## config.mk

```make
export PLATFORM = sky130hd
export DESIGN_NAME = imem_arbiter
export DESIGN_NICKNAME = d
export VERILOG_FILES = /design/src/rtl/imem_arbiter.sv
export SDC_FILE = /design/constraint.sdc
export NUM_CORES = 1
export LEC_CHECK = 0
export ABC_CLOCK_PERIOD_IN_PS = 3700
export BUFFER_PORTS_ARGS = -buffer_cell sky130_fd_sc_hd__clkbuf_2
export CAP_MARGIN = 20
export CORE_ASPECT_RATIO = 1.2
export CORE_UTILIZATION = 45
export DETAILED_ROUTE_END_ITERATION = 6
export PLACE_DENSITY = 0.76
export SYNTH_ARGS = -nofsm -noshare
export SYNTH_HDL_FRONTEND = slang
export SYNTH_SLANG_ARGS = --single-unit
```

## constraint.sdc

```tcl
create_clock -name clk -period 3.7 [get_ports clk]
set_input_delay 0.74 -clock clk [delete_from_list [all_inputs] [get_ports clk]]
set_output_delay 0.74 -clock clk [all_outputs]
set_load 0.02 [all_outputs]
```

## src/rtl/imem_arbiter.sv

```systemverilog
// Two-port arbiter for the single-ported instruction memory: fetch vs. data side.
// The data side has priority; a streak counter bounds how long a waiting fetch can be held off.
module imem_arbiter #(
  parameter int AW           = 32,
  parameter int DW           = 32,
  parameter int MAX_D_STREAK = 4
) (
  input  logic          clk,
  input  logic          rst,
  input  logic          f_req,
  input  logic [AW-1:0] f_addr,
  output logic          f_done,
  output logic [DW-1:0] f_rdata,
  input  logic          d_req,
  input  logic          d_we,
  input  logic [AW-1:0] d_addr,
  input  logic [DW-1:0] d_wdata,
  output logic          d_done,
  output logic [DW-1:0] d_rdata,
  output logic          mem_req,
  output logic          mem_we,
  output logic [AW-1:0] mem_addr,
  output logic [DW-1:0] mem_wdata,
  input  logic          mem_ack,
  input  logic [DW-1:0] mem_rdata,
  output logic          busy
);

  typedef enum logic [1:0] {
    ST_IDLE,
    ST_ACCESS,
    ST_DONE
  } state_t;

  typedef enum logic {
    OWN_F,
    OWN_D
  } owner_t;

  localparam logic [3:0] LP_MAX_STREAK = 4'(MAX_D_STREAK);

  state_t        r_state;
  owner_t        r_owner;
  logic [3:0]    r_d_streak;
  logic          r_mem_req;
  logic          r_mem_we;
  logic [AW-1:0] r_mem_addr;
  logic [DW-1:0] r_mem_wdata;
  logic          r_f_done;
  logic          r_d_done;
  logic [DW-1:0] r_f_rdata;
  logic [DW-1:0] r_d_rdata;
  logic          r_busy;

  logic          w_grant_d;
  logic          w_grant_f;

  // Data wins a tie unless it has already used its full streak while fetch waited.
  always_comb begin
    w_grant_d = d_req && (!f_req || (r_d_streak != LP_MAX_STREAK));
    w_grant_f = f_req && !w_grant_d;
  end

  always_ff @(posedge clk) begin
    if (rst) begin
      r_state     <= ST_IDLE;
      r_owner     <= OWN_F;
      r_d_streak  <= '0;
      r_mem_req   <= 1'b0;
      r_mem_we    <= 1'b0;
      r_mem_addr  <= '0;
      r_mem_wdata <= '0;
      r_f_done    <= 1'b0;
      r_d_done    <= 1'b0;
      r_f_rdata   <= '0;
      r_d_rdata   <= '0;
      r_busy      <= 1'b0;
    end else begin
      r_f_done <= 1'b0;
      r_d_done <= 1'b0;
      case (r_state)
        ST_IDLE: begin
          if (w_grant_d) begin
            r_owner     <= OWN_D;
            r_mem_addr  <= d_addr;
            r_mem_we    <= d_we;
            r_mem_wdata <= d_wdata;
            r_mem_req   <= 1'b1;
            r_busy      <= 1'b1;
            r_state     <= ST_ACCESS;
            r_d_streak  <= f_req ? (r_d_streak + 4'd1) : '0;
          end else if (w_grant_f) begin
            r_owner     <= OWN_F;
            r_mem_addr  <= f_addr;
            r_mem_we    <= 1'b0;
            r_mem_wdata <= '0;
            r_mem_req   <= 1'b1;
            r_busy      <= 1'b1;
            r_state     <= ST_ACCESS;
            r_d_streak  <= '0;
          end
        end
        ST_ACCESS: begin
          if (mem_ack) begin
            r_mem_req <= 1'b0;
            r_state   <= ST_DONE;
            if (r_owner == OWN_F) begin
              r_f_rdata <= mem_rdata;
              r_f_done  <= 1'b1;
            end else begin
              if (!r_mem_we) begin
                r_d_rdata <= mem_rdata;
              end
              r_d_done <= 1'b1;
            end
          end
        end
        ST_DONE: begin
          r_busy  <= 1'b0;
          r_state <= ST_IDLE;
        end
        default: begin
          r_mem_req <= 1'b0;
          r_busy    <= 1'b0;
          r_state   <= ST_IDLE;
        end
      endcase
    end
  end

  assign f_done    = r_f_done;
  assign f_rdata   = r_f_rdata;
  assign d_done    = r_d_done;
  assign d_rdata   = r_d_rdata;
  assign mem_req   = r_mem_req;
  assign mem_we    = r_mem_we;
  assign mem_addr  = r_mem_addr;
  assign mem_wdata = r_mem_wdata;
  assign busy      = r_busy;

endmodule

```

==> impl_results.rst <==
.. list-table::
   :header-rows: 1

   * - Metric
     - Value
   * - Outcome
     - completed
   * - Pin count of the biggest net entering global routing
     - 72
   * - Ports
     - approximately 270
   * - Wirelength per Cell
     - approximately 14 um
   * - Sum of overflow across all layers after global routing
     - 0
   * - Final ANT Viol Nets
     - 0
   * - Final standard cell area without fillers
     - approximately 0.0072 mm2
   * - Tightest Hold Check Type
     - reg -> reg
   * - Warnings, synthesis
     - 0
   * - Final setup violation count
     - 0
   * - Most used DFF post-synth
     - dfxtp_1
   * - Layout Area Growth over Synthesis
     - 37.4%
   * - Biggest area consumer among synthesized cells
     - dfxtp_1
   * - Required time at the worst-slack endpoint
     - 4.02 ns
   * - Number of buffers created by CTS
     - 17
   * - Overall routing resource usage
     - 24.0%
   * - Transition at the pin with the smallest max-transition slack
     - 1.10 ns
   * - DRC viols
     - 0
   * - Worst setup path category
     - reg -> reg
   * - Data arrival time at the worst-slack endpoint
     - about 2.5 ns
   * - Initial Util
     - around 47%
   * - Post-synth top area share
     - 53.5%
   * - Most frequent cells after synthesis
     - nand2_1 (199), dfxtp_1 (140), a21oi_1 (133), nor2_1 (39), nand3_1 (36)
   * - Number of buffers added to fix hold violations after cts
     - 0
   * - Number of synthesized flops with an enable pin
     - 0
   * - Setup TNS
     - 0 ns
   * - Final worst clock skew
     - around 0.012 ns
   * - Max clock buf depth
     - 2
   * - Port Buffer Count
     - 266
   * - Setup Fix Bufs, Post-CTS
     - 0
   * - WHS Path Cells
     - 2
   * - Die footprint
     - ~0.012 mm2
   * - Total design power
     - roughly 3.9 mW
   * - Core area
     - 0.0112 mm2
   * - CTS root buf
     - clkbuf_16
   * - Unrepaired setup endpoints after global routing
     - false
   * - Leakage power summed over all cells
     - 3.22 nW
   * - Share of final-layout standard cells stronger than drive strength 1
     - between 30% and 40%
   * - Initial antenna violation count
     - 0
   * - End of the worst register-to-register path
     - mem_addr[7]
   * - Via count
     - between 5000 and 6000
   * - CTS Sinks
     - between 100 and 150
   * - Post-CTS clock slew at the launch and capture registers of the worst setup and hold paths
     - roughly 0.060 ns
   * - # nets final
     - 1035
   * - Cells after synthesis
     - 659
   * - First-pass GRT wire length
     - 22900 um
   * - Std-Cell Rows
     - 42
   * - Number of hold-slack violations in the final timing report
     - 0
   * - Vias per cell
     - roughly 5
   * - Number of search-and-repair iterations in the first detailed-routing pass
     - 5
   * - Horizontal extent of the die
     - between 100 and 150 um
   * - CTS tree
     - built
   * - PwrDens
     - 539 mW/mm2
   * - Largest fanout of any net on the critical path
     - 36
   * - H-tree lvl count
     - 4
   * - Nature of the critical path endpoint
     - flip-flop
   * - Share of the yosys chip area belonging to registers
     - about 53%
   * - Mapped Avg Cell Area
     - a little under 8 um2
   * - Height of the die
     - between 100 and 150 um
   * - Post-cts repair resize count
     - 0
   * - Minimum clock period after layout
     - roughly 2.2 ns
   * - Number of global-route vias before repair
     - 5000
   * - Fmax achieved
     - approximately 0.46 GHz
   * - Worst R2R Setup Slack
     - 1.53 ns
   * - FFs w/ async S/R, synth
     - 0%
   * - Synth Register Bits
     - 140
   * - Hold path endpoint
     - mem_wdata[4]
   * - DRC violation total after the first TritonRoute iteration
     - between 150 and 200
   * - Share of the clock period used by the worst path
     - approximately 59%
   * - Netlist area before placement
     - 0.00524 mm2
   * - Relative max-transition margin
     - approximately a quarter
   * - Max-cap viol count
     - 0
   * - Cell types occupying the most area after synthesis
     - dfxtp_1 (53%), nand2_1 (14%), a21oi_1 (13%)
   * - Most frequent cell after synthesis
     - nand2_1
   * - Worst min-delay path startpoint
     - mem_wdata[4]
   * - Maximum ir drop on the vdd rail
     - roughly 0.00025 V
   * - Type of element launching the critical path
     - flip-flop
   * - Post-detailed-placement cell area
     - 0.00661 mm2
   * - RePlAce Congestion
     - between 0.7 and 0.8
   * - Final Max Slew Viols
     - 0
   * - Reg2reg start
     - r_d_streak[0]
   * - Post-synth cell types
     - 28
   * - Worst-Skew Late Latency
     - approximately 0.41 ns
   * - HPWL Detailed
     - between 9000 and 10000 um
   * - Worst reg2reg path depth
     - 7
   * - ANT cells
     - 0
   * - Total length of routed wires
     - between 10000 and 15000 um
   * - Mapped Nets
     - around 800
[routing by layer]
metal	vias up	wire [um]	global-route usage (%)
li1	2689	-	-
met2	193	7240	41.2
met3	30	1060	7.69
met1	2414	5760	26.9
met5	-	0	0
met4	0	360	10.9
[state kept, by name, summed over array words and instances (netlist names)]
register,cells
f_rdata,32
r_owner,1
d_done,1
mem_req,1
d_rdata,32
mem_addr,32
mem_we,1
busy,1
f_done,1
r_d_streak,4
mem_wdata,32
r_state,2
[cells in the final DEF, fill, tap and decap left out, types with 2 or more instances in the layout]
master,n
clkinv_4,4
a22oi_1,2
ha_1,2
clkbuf_2,265
bufinv_16,3
clkbuf_16,17
nor2_1,38
nand3_1,36
a31oi_1,2
clkinv_2,3
buf_4,8
a211oi_1,32
dfxtp_1,140
nand2_1,199
a21oi_1,133
nor3_1,3
clkinvlp_4,3
inv_1,4
[report_power, final]
group | switching (mW) | leakage (nW) | internal, mW
registers | 0.0468 | 1.14 | 1.59
logic | 0.347 | 1.79 | 0.191
clock network | 0.645 | 0.285 | 1.06
total | 1.04 | 3.22 | 2.84
[worst max path at each step]
stage	start	endpoint	slack (ns)	depth (start not counted)
after floorplan	mem_ack	d_rdata[10]	2.00	6
after global routing	r_d_streak[0]	mem_addr[7]	1.36	7
after global placement	f_req	mem_addr[10]	1.38	6
after detailed placement	mem_ack	d_rdata[17]	1.35	5
final	r_d_streak[0]	mem_addr[7]	1.53	7
after CTS	r_d_streak[0]	mem_addr[7]	1.58	7
[per-stage QoR]
stage / hold WS [ns] / instances / util (%) / setup WS (ns)
finish: 0.451 / 1065 / 64.4 / 1.53
global route: 0.469 / 1065 / 64.4 / 1.36
CTS: 0.454 / 1065 / 64.4 / 1.58
detailed placement: 0.446 / 1034 / 59.0 / 1.35
global placement: 0.440 / 1034 / 59.0 / 1.38
floorplan: 0.462 / 659 / - / 2.00
[cells by family after synthesis]
| logic type | Yosys count | synth area share (%) |
|---|---|---|
| flip-flops | 140 | 53.5 |
| multiplexers | 1 | 0.215 |
| adder cells (fa/ha/maj) | 2 | 0.477 |
| AO/OA/AOI/OAI | 172 | 18.3 |
| buffers and inverters | 57 | 5.08 |
| AND/OR/NAND/NOR | 287 | 22.5 |
[cell type report]
type	count	area, um2
clock buffers	17	425
clock inverters	14	171
fillers	1063	3990
inverters	4	15.0
multi-input cells	462	2190
flip-flops and latches	140	2800
well taps	154	193
repair buffers	274	1410
[worst max-delay path: stages, from the launching register on]
cell,delay [ns]
dfxtp_1,0.39
inv_1,0.06
ha_1,0.21
nand4b_1,0.12
and2_2,0.64
buf_4,0.30
a21oi_1,0.09
a211oi_1,0.26
(Power assumes the default switching activity.)
